File: config.mk
export PLATFORM = sky130hd
export DESIGN_NAME = mem_issue_queue
export DESIGN_NICKNAME = d
export VERILOG_FILES = /design/src/rtl/mem_issue_queue.sv
export SDC_FILE = /design/constraint.sdc
export NUM_CORES = 1
export LEC_CHECK = 0
export CAP_MARGIN = 0
export CORE_ASPECT_RATIO = 0.6
export CORE_MARGIN = 10
export CORE_UTILIZATION = 44
export CTS_BUF_LIST = sky130_fd_sc_hd__clkbuf_4 sky130_fd_sc_hd__clkbuf_8
export CTS_CLUSTER_DIAMETER = 60
export DETAILED_ROUTE_END_ITERATION = 6
export GPL_TIMING_DRIVEN = 0
export PLACE_DENSITY = 0.75
export SYNTH_ARGS = -nofsm -noshare
export SYNTH_HDL_FRONTEND = slang
export SYNTH_SLANG_ARGS = --single-unit
File: constraint.sdc
create_clock -name clock -period 5.1 [get_ports clock]
set_input_delay 0.51 -clock clock [delete_from_list [all_inputs] [get_ports clock]]
set_output_delay 0.51 -clock clock [all_outputs]
set_load 0.05 [all_outputs]
File: src/rtl/mem_issue_queue.sv
// In-order load/store queue in front of the two-stage memory unit.
// Buffers issued memory ops and dispatches at most one per cycle.
module mem_issue_queue #(
  parameter int DEPTH   = 4,
  parameter int PTR_W   = 2,
  parameter int MEM_LAT = 2
) (
  input  logic        clock,
  input  logic        reset,
  input  logic        iss_lsq_valid,
  input  logic        iss_lsq_readmem,
  input  logic        iss_lsq_writemem,
  input  logic [31:0] iss_lsq_rega,
  input  logic [31:0] iss_lsq_imedext,
  input  logic [31:0] iss_lsq_regb,
  input  logic [4:0]  iss_lsq_regdest,
  input  logic        iss_lsq_writereg,
  input  logic        lsq_hold,
  output logic        lsq_iss_stall,
  output logic        lsq_mem_oper,
  output logic        lsq_mem_readmem,
  output logic        lsq_mem_writemem,
  output logic [31:0] lsq_mem_rega,
  output logic [31:0] lsq_mem_imedext,
  output logic [31:0] lsq_mem_regb,
  output logic [4:0]  lsq_mem_regdest,
  output logic        lsq_mem_writereg,
  output logic [1:0]  lsq_inflight,
  output logic        lsq_drained,
  output logic        lsq_err
);

  typedef struct packed {
    logic        readmem;
    logic        writemem;
    logic [31:0] rega;
    logic [31:0] imedext;
    logic [31:0] regb;
    logic [4:0]  regdest;
    logic        writereg;
  } lsq_entry_t;

  localparam logic [PTR_W:0] FULL = (PTR_W+1)'(DEPTH);

  lsq_entry_t       q [DEPTH];
  lsq_entry_t       in_entry;
  lsq_entry_t       head_entry;
  logic [PTR_W-1:0] head;
  logic [PTR_W-1:0] tail;
  logic [PTR_W:0]   count;
  logic [MEM_LAT-1:0] sr;
  logic             legal;
  logic             enq;
  logic             deq;
  logic [1:0]       inflight_c;

  // Pack the incoming op and look at the current head entry.
  always_comb begin
    in_entry = '{
      readmem:  iss_lsq_readmem,
      writemem: iss_lsq_writemem,
      rega:     iss_lsq_rega,
      imedext:  iss_lsq_imedext,
      regb:     iss_lsq_regb,
      regdest:  iss_lsq_regdest,
      writereg: iss_lsq_writereg
    };
    head_entry = q[head];
  end

  // Stall comes from the registered count, so a full queue
  // blocks enqueue even when a dispatch frees a slot this cycle.
  always_comb begin
    lsq_iss_stall = (count == FULL);
    legal         = iss_lsq_readmem ^ iss_lsq_writemem;
    enq           = iss_lsq_valid & ~lsq_iss_stall & legal;
    deq           = ~lsq_hold & (count != '0);
  end

  // Entry storage; written at tail on enqueue.
  always_ff @(posedge clock) begin
    if (enq) q[tail] <= in_entry;
  end

  // Pointer and occupancy bookkeeping.
  always_ff @(posedge clock) begin
    if (reset) begin
      head  <= '0;
      tail  <= '0;
      count <= '0;
    end else begin
      if (enq) tail <= tail + 1'b1;
      if (deq) head <= head + 1'b1;
      if (enq && !deq)
        count <= count + 1'b1;
      else if (deq && !enq)
        count <= count - 1'b1;
    end
  end

  // Dispatch register; data fields hold when idle,
  // control fields drop so the memory unit sees a bubble.
  always_ff @(posedge clock) begin
    if (reset) begin
      lsq_mem_oper     <= 1'b0;
      lsq_mem_readmem  <= 1'b0;
      lsq_mem_writemem <= 1'b0;
      lsq_mem_rega     <= '0;
      lsq_mem_imedext  <= '0;
      lsq_mem_regb     <= '0;
      lsq_mem_regdest  <= '0;
      lsq_mem_writereg <= 1'b0;
    end else if (deq) begin
      lsq_mem_oper     <= 1'b1;
      lsq_mem_readmem  <= head_entry.readmem;
      lsq_mem_writemem <= head_entry.writemem;
      lsq_mem_rega     <= head_entry.rega;
      lsq_mem_imedext  <= head_entry.imedext;
      lsq_mem_regb     <= head_entry.regb;
      lsq_mem_regdest  <= head_entry.regdest;
      lsq_mem_writereg <= head_entry.writereg;
    end else begin
      lsq_mem_oper     <= 1'b0;
      lsq_mem_readmem  <= 1'b0;
      lsq_mem_writemem <= 1'b0;
      lsq_mem_writereg <= 1'b0;
    end
  end

  // Malformed op (neither or both of load/store) flags for one cycle.
  always_ff @(posedge clock) begin
    if (reset)
      lsq_err <= 1'b0;
    else
      lsq_err <= iss_lsq_valid & ~legal;
  end

  // Shadow of the memory unit's register stages.
  always_ff @(posedge clock) begin
    if (reset)
      sr <= '0;
    else if (MEM_LAT > 1)
      sr <= {sr[MEM_LAT-2:0], lsq_mem_oper};
    else
      sr <= MEM_LAT'(lsq_mem_oper);
  end

  // Ops in the dispatch register plus those inside the memory unit.
  always_comb begin
    inflight_c = 2'(lsq_mem_oper);
    for (int i = 0; i < MEM_LAT; i++)
      inflight_c = inflight_c + 2'(sr[i]);
    lsq_inflight = inflight_c;
    lsq_drained  = (count == '0) & (inflight_c == 2'd0);
  end

endmodule

* Yosys cells after proc, flatten, opt, wreduce, memory -nomap -nowiden
Memories as Yosys holds them, arrays and structs flattened. A register that Yosys moved wholly into a read port is not among the register bits. Cells that the tools add are included.
Word-level totals: register bits after elaboration 115, bits in latches 0, RAM bits 416, memory bits (read-only) 0, input bits 108, logic and storage cells 47, memories 1
Memories:
- q | depth 4, width 104, rd ports 1, clocked after Yosys merged registers in 1, write ports 1, line 45 | lsq_entry_t q [DEPTH];
Operators by class: $add $sub $neg 6, $mul 0, div/mod/pow operators 0, magnitude comparators 0, equality and inequality tests 1, shift-type cells 0, multiplexer cells 7, bitwise logic cells 10, reductions and logical operators 9
Operators by type and width (number):
- 3-bit 2-to-1 mux | 2
- 1-bit AND | 5
- 2-bit by 1-bit adder with 2-bit output, second input constant | 2
- 2-bit 2-to-1 mux | 2
- 1-bit inverter | 4
- 3-bit by 1-bit adder with 3-bit output, second input constant | 1
- 3-bit equality test, second input constant | 1
- 3-bit zero test | 1
- 1-bit 2-to-1 mux | 3
- 3-bit nonzero test | 1
- 3-bit by 1-bit subtractor with 3-bit output, second input constant | 1
- 1-bit by 1-bit adder with 2-bit output | 1
- 2-bit by 1-bit adder with 2-bit output | 1
- 1-bit logical AND | 2
- 1-bit zero test | 2
- 2-bit zero test | 1
- 2-bit nonzero test | 1
- 2-bit OR reduction | 1
- 1-bit XOR | 1

* Longest topological paths before layout
Gate-level depths: netlist of the first run.
word-level depth 8, gate-level depth with buffers 9, gate-level depth less buffers 8

* Worst setup path after synthesis of the first run
OpenSTA, ideal clock, no wires.
path type reg2reg, start register count[0], end memory q[0][0] in the netlist's numbering (enable), setup time 475 ps, data arrival time 3487 ps, data required time 4625 ps, setup slack 1138 ps, cell stages (with the launch flop) 5, cell sequence dfxtp_1 > nor3b_2 > and3b_1 > clkbuf_1 > and2_1
Between the ends: word-level cells in the longest chain between the ends 6
RTL lines:
- from (decl) | line 50 | logic [PTR_W:0] count;
- from (signal assigned) | line 95 | count <= count + 1'b1;
- from (signal assigned) | line 97 | count <= count - 1'b1;
- 3-bit equality test | line 74 | lsq_iss_stall = (count == FULL);
- named net lsq_iss_stall | line 19 | output logic lsq_iss_stall,
- 1-bit inverter | line 76 | enq = iss_lsq_valid & ~lsq_iss_stall & legal;
- 1-bit AND (2 in series) | line 76
- named net enq | line 53 | logic enq;
- 1-bit 2-to-1 mux | line 82 | if (enq) q[tail] <= in_entry;
- 1-bit 2-to-1 mux (not written as such) | line 82
- to (decl) | line 45
The timed path passes the listed nets, and every way through them passes these cells.

* Worst setup path after layout of the first run
start register lsq_mem_oper, end output port lsq_drained
Between the ends: word-level cells in the longest chain between the ends 4
RTL lines:
- from (decl) | line 20 | output logic lsq_mem_oper,
- from (signal assigned) | line 105 | lsq_mem_oper <= 1'b0;
- from (signal assigned) | line 114 | lsq_mem_oper <= 1'b1;
- from (signal assigned) | line 123 | lsq_mem_oper <= 1'b0;
- 1-bit by 1-bit adder with 2-bit output | line 152 | inflight_c = inflight_c + 2'(sr[i]);
- 2-bit by 1-bit adder with 2-bit output | line 152
- 2-bit zero test | line 154 | lsq_drained = (count == '0) & (inflight_c == 2'd0);
- 1-bit AND | line 154
- to (decl) | line 29 | output logic lsq_drained,
Every way passes these cells.

==> results.sh, run 1 <==
export IMPL_die_y_microns=180
export IMPL_postCtsSetupRepairBufs=0
export IMPL_async_flop_share=0
export IMPL_critPathMaxFanout=3
export IMPL_final_common_cell="edfxtp_1"
export IMPL_dieArea_sq_um=51700
export IMPL_drt_iter0_markers=586
export IMPL_setup_viol=0
export IMPL_final_cell_mix="416 x edfxtp_1, 216 x clkdlybuf4s50_1, 117 x dfxtp_1, 104 x mux4_2, 101 x a22o_1"
export IMPL_cp_num_buf_inv=1
export IMPL_postSynthCellCount=839
export IMPL_r2r_start="count[0]$_SDFFE_PP0P_"
export IMPL_num_rows=58
export IMPL_hp_class="in -> reg"
export IMPL_viasPerCell=5.18
export IMPL_numClockSinks=533
export IMPL_drc_errors=0
export IMPL_initial_core_util=0.447
export IMPL_busiest_layer="met2"
export IMPL_power_per_cell_area_nw_per_um2=490
export IMPL_die_x_microns=287
export IMPL_syn_nets=954
export IMPL_rsz0062_at_grt="no"
export IMPL_p_leak_nw=7.80
export IMPL_grt_pass1_vias=10040
export IMPL_cts_resized_gates=0
export IMPL_finClkSkew_ns=0.0221
export IMPL_place_congestion=0.676
export IMPL_crit_start="lsq_mem_oper$_SDFF_PP0_"
export IMPL_synth_ff_type="edfxtp_1"
export IMPL_max_freq_mhz=339
export IMPL_slew_headroom=0.478
export IMPL_root_buffer="clkbuf_8"
export IMPL_path_class="reg -> out"
export IMPL_io_buffers=216
export IMPL_fin_area_sq_um=23600
export IMPL_drv_slew=0
export IMPL_vdd_drop_max_mv=0.264
export IMPL_num_nets_final=1257
export IMPL_utilization=0.560
export IMPL_first_pass_iters=4
export IMPL_antennaDiodeCount=0
export IMPL_fillCellCount=3114
export IMPL_crit_family="buffers and inverters"
export IMPL_insertion_delay_ns=0.61
export IMPL_start_kind="register"
export IMPL_synth_seq_cells=533
export IMPL_overflow=0
export IMPL_critical_path_arrival_ns=2.44
export IMPL_clk_path_buf_depth=3
export IMPL_netlist_area_sq_um=18800
export IMPL_p_total_mw=11.5
export IMPL_clkSlewWorstSetupHoldPaths_ns=0.06
export IMPL_hold_buffers=0
export IMPL_antenna_left=0
export IMPL_groute_layer_met2_usage=0.254
export IMPL_wl_per_cell_microns=22.4
export IMPL_cp_slowest_stage_delay_ns=0.83
export IMPL_dp_hpwl_microns=25400
export IMPL_path_cells="fa_1 -> nor3_1 -> clkdlybuf4s50_1"
export IMPL_critPathSlowestCell="clkdlybuf4s50_1"
export IMPL_grtUsageMet3=0.0406
export IMPL_cp_required_ns=4.59
export IMPL_use_met1=0.197
export IMPL_vias=9181
export IMPL_yosys_warnings=0
export IMPL_final_hold_violation_count=0
export IMPL_drive_gt1_frac=0.241
export IMPL_yosysSeqAreaShare=0.788
export IMPL_drv_cap=0
export IMPL_critPathCaptureType="output port"
export IMPL_dpl_cell_area_sq_um=21900
export IMPL_ys_types=30
export IMPL_min_from="reset"
export IMPL_cts_max_level=3
export IMPL_grt_usage=0.153
export IMPL_totalWireLength_microns=39700
export IMPL_fin_crit_sh=0.578
export IMPL_antenna_found_initial=3
export IMPL_worstMarginPinSlew_ns=0.783
export IMPL_period_needed_ns=2.95
export IMPL_core_area_sq_um=42100
export IMPL_synth_enable_flop_cells=416
export IMPL_fin_hold_ws_ns=0.370
export IMPL_grt_max_degree=44
export IMPL_cts_made_buffers=77
export IMPL_grt_pass1_wl_microns=60700
export IMPL_area_growth_syn_to_layout_pct=25.2
export IMPL_cts_tree="done"
export IMPL_ioPinCount=218
export IMPL_run_status="finished clean"
export IMPL_avgSynthCellArea_sq_um=22.4
-- worst register-to-register path, cell delays in order, from the launching register on --
cell and delay [ns]:
dfxtp_1 0.45, nor3b_2 0.09, and3b_1 0.22, clkbuf_1 0.32
ha_1 0.25, inv_1 0.06, fa_1 0.37, xor2_1 0.16
or3_1 0.30, a21oi_1 0.16
-- sequential cells by signal, summed over array words and instances, names as in the netlist, named ones only --
signal,flops
lsq_mem_imedext,32
tail,2
lsq_mem_readmem,1
q,416
lsq_mem_regdest,5
lsq_mem_rega,32
lsq_mem_oper,1
sr,2
lsq_err,1
lsq_mem_writereg,1
count,3
head,2
lsq_mem_regb,32
lsq_mem_writemem,1
-- per-stage QoR --
step,instances,TNS (ns),setup WS (ns)
6_report,1771,0,2.15
5_1_grt,1771,0,2.02
4_1_cts,1771,0,2.07
3_5_place_dp,1633,0,1.96
3_3_place_gp,1625,-619.97,-1.53
2_1_floorplan,839,0,1.14
-- cells by family after synthesis --
| kind of cell | Yosys count | synth area share |
|---|---|---|
| buf+inv | 53 | 0.0207 |
| fa+ha+maj | 7 | 0.00545 |
| flops | 533 | 0.788 |
| compound gates | 107 | 0.0488 |
| mux | 108 | 0.127 |
| xor+xnor | 3 | 0.00140 |
| simple gates | 28 | 0.00930 |
-- synth_stat cells (all sizes together), types with 3 or more instances --
| library cell | count | area [sq um] |
|---|---|---|
| a21oi | 4 | 23.8 |
| a22o | 101 | 885 |
| and2 | 7 | 43.8 |
| buf | 36 | 327 |
| clkbuf | 13 | 48.8 |
| dfxtp | 117 | 2340 |
| edfxtp | 416 | 12500 |
| ha | 5 | 62.6 |
| inv | 4 | 15.0 |
| mux4 | 104 | 2340 |
| nor2 | 5 | 18.8 |
| nor2b | 3 | 18.8 |
| nor3 | 3 | 20.0 |
| or3 | 3 | 23.8 |
| xor2 | 3 | 26.3 |
-- cell type report --
cell class / count / area (sq um) / share of cell area
plain buffers: 49 / 375 / 0.0159
clock buffers: 120 / 1460 / 0.0618
clock inverters: 18 / 199 / 0.00843
inverters: 4 / 15.0 / 0.000637
multi-input cells: 253 / 3620 / 0.153
flip-flops and latches: 533 / 14800 / 0.629
well taps: 570 / 713 / 0.0302
repair buffers: 224 / 2370 / 0.101
-- worst paths after layout --
check | end | slack (ns) | cells after the start
min | tail[0]$_SDFFE_PP0P_ | 0.37 | 3
min reg2reg | lsq_mem_rega[15]$_SDFFE_PP0P_ | 0.48 | 1
max | lsq_drained | 2.15 | 3
max reg2reg | count[2]$_SDFFE_PP0P_ | 2.67 | 9
-- metal layers --
layer	up-vias	routed length, microns
met5	-	29
met4	4	576
met3	57	2240
met2	240	19800
met1	4757	17000
li1	4123	-
-- report_power, final --
part           total, mW  switching [mW]  internal (mW)
clock network       3.57            1.55           2.03
logic               2.72            1.58           1.14
registers           5.25           0.185           5.07
total               11.5            3.32           8.23
Power figures use the tool's default switching activity.
==> run 2: changes to the inputs <==
- PLACE_DENSITY: 0.75 -> 0.78
- clock period: 5.1 -> 2.59 ns (I/O delays scaled with it)
==> results.sh, run 2 (synthesis results as in run 1) <==
export IMPL_die_x_microns=287
export IMPL_run_status="finished clean"
export IMPL_worstMarginPinSlew_ns=0.969
export IMPL_dp_hpwl_microns=25300
export IMPL_critPathCaptureType="output port"
export IMPL_insertion_delay_ns=0.63
export IMPL_drc_errors=0
export IMPL_final_hold_violation_count=0
export IMPL_final_common_cell="edfxtp_1"
export IMPL_critical_path_arrival_ns=2.14
export IMPL_top_register="q"
export IMPL_core_area_sq_um=42100
export IMPL_grt_max_degree=53
export IMPL_overflow=0
export IMPL_clkSlewWorstSetupHoldPaths_ns=0.07
export IMPL_grt_usage=0.155
export IMPL_dp_cells=1632
export IMPL_antenna_found_initial=3
export IMPL_p_total_mw=22.6
export IMPL_cp_required_ns=2.33
export IMPL_rsz0062_at_grt="no"
export IMPL_grt_pass1_vias=10031
export IMPL_reg2reg_to="q[1][90]$_DFFE_PP_"
export IMPL_finalSetupTns_ns=0
export IMPL_grt_pass1_wl_microns=61400
export IMPL_drv_slew=0
export IMPL_period_needed_ns=2.40
export IMPL_cts_tree="done"
export IMPL_start_kind="register"
export IMPL_drive_gt1_frac=0.243
export IMPL_hold_depth=3
export IMPL_power_per_cell_area_nw_per_um2=960
export IMPL_hp_class="in -> reg"
export IMPL_clk_path_buf_depth=3
export IMPL_first_pass_iters=7
export IMPL_finClkSkew_ns=0.0354
export IMPL_numClockSinks=533
export IMPL_fillCellCount=3095
export IMPL_vdd_drop_max_mv=0.625
export IMPL_die_y_microns=180
export IMPL_setup_viol=0
export IMPL_crit_end="lsq_drained"
export IMPL_place_congestion=0.718
export IMPL_r2r_slack_ns=0.22
export IMPL_wl_per_cell_microns=22.9
export IMPL_cts_max_level=3
export IMPL_slew_headroom=0.354
export IMPL_viasPerCell=5.24
export IMPL_rr_worst_depth=5
export IMPL_initial_core_util=0.447
export IMPL_num_rows=58
export IMPL_dieArea_sq_um=51700
export IMPL_final_cell_mix="416 x edfxtp_1, 214 x clkdlybuf4s50_1, 117 x dfxtp_1, 104 x mux4_2, 101 x a22o_1"
export IMPL_path_class="reg -> out"
export IMPL_largest_reg_flops=416
export IMPL_drt_iter0_markers=727
export IMPL_drv_cap=0
export IMPL_r2r_start="count[0]$_SDFFE_PP0P_"
export IMPL_crit_start="lsq_mem_oper$_SDFF_PP0_"
export IMPL_max_freq_mhz=417
export IMPL_io_buffers=216
export IMPL_final_cell_count_no_fill=1780
export IMPL_area_growth_syn_to_layout_pct=25.2
export IMPL_cts_made_buffers=77
export IMPL_ioPinCount=218
export IMPL_critPathMaxFanout=3
export IMPL_fin_crit_sh=0.925
export IMPL_totalWireLength_microns=40700
export IMPL_p_leak_nw=7.79
export IMPL_root_buffer="clkbuf_8"
export IMPL_num_nets_final=1257
export IMPL_vias=9319
export IMPL_antenna_left=0
==> run 2: cell count changes in the layout (fill, tap and decap cells not counted), sizes merged <==
cell | before | now
bufinv | 4 | 1
and2 | 7 | 8
clkinv | 10 | 16
clkinvlp | 1 | 2
clkdlybuf4s50 | 216 | 214
diode | 0 | 4
dlygate4sd2 | 0 | 2
==> run 2: power breakdown <==
| part | internal, mW | switching, mW | total [mW] |
|---|---|---|---|
| sequential | 9.98 | 0.358 | 10.3 |
| clock | 3.76 | 3.17 | 6.94 |
| combinational | 2.23 | 3.13 | 5.36 |
==> run 2: routing by layer <==
metal,routed length (microns),global-route usage,part of all wire
met5,0,0,0
met4,892,0.0472,0.022
met3,2760,0.0471,0.068
met2,19800,0.252,0.49
met1,17300,0.198,0.42
==> run 2: area by class of cell <==
type | count | area [sq um] | share of cell area
Clock inverter | 22 | 180 | 0.00764
Sequential cell | 533 | 14800 | 0.629
Clock buffer | 121 | 1470 | 0.0624
Tap cell | 570 | 713 | 0.0302
Buffer | 48 | 372 | 0.0158
Timing Repair Buffer | 224 | 2350 | 0.0998
Multi-Input combinational cell | 254 | 3630 | 0.154
Inverter | 4 | 15.0 | 0.000637
Antenna cell | 4 | 10.0 | 0.000425
==> run 2: worst min path at each step <==
stage                                     to  slack, ns                     startpoint
2_1_floorplan              q[0][0]$_DFFE_PP_       0.36               iss_lsq_writereg
3_3_place_gp   lsq_mem_regb[15]$_SDFFE_PP0P_       0.46  lsq_mem_regb[15]$_SDFFE_PP0P_
3_5_place_dp   lsq_mem_rega[14]$_SDFFE_PP0P_       0.46  lsq_mem_rega[14]$_SDFFE_PP0P_
4_1_cts                 tail[0]$_SDFFE_PP0P_       0.04                          reset
5_1_grt                 tail[0]$_SDFFE_PP0P_       0.11                          reset
6_report                tail[0]$_SDFFE_PP0P_       0.10                          reset
==> run 2: stage by stage <==
stage / util / hold slack [ns] / area [sq um] / setup slack (ns)
2_1_floorplan: - / 0.358 / 18800 / -0.223
3_3_place_gp: 0.516 / 0.459 / 21700 / -1.73
3_5_place_dp: 0.520 / 0.464 / 21900 / -0.543
4_1_cts: 0.560 / 0.0445 / 23600 / 0.0138
5_1_grt: 0.560 / 0.115 / 23600 / 0.0676
6_report: 0.560 / 0.103 / 23600 / 0.195
==> run 2: critical path, stage by stage, from the launching register on <==
cell and delay (ns):
dfxtp_1 0.33, fa_1 0.50, nor3_2 0.16, dlygate4sd2_1 0.55
==> run 2: what timing repair did <==
action	4_1_cts	5_1_grt
pin swaps	1	1
gates resized for setup	2	0
hold buffers	0	0
setup endpoints to repair	53	85
buffers inserted	0	1
cloned	1	0
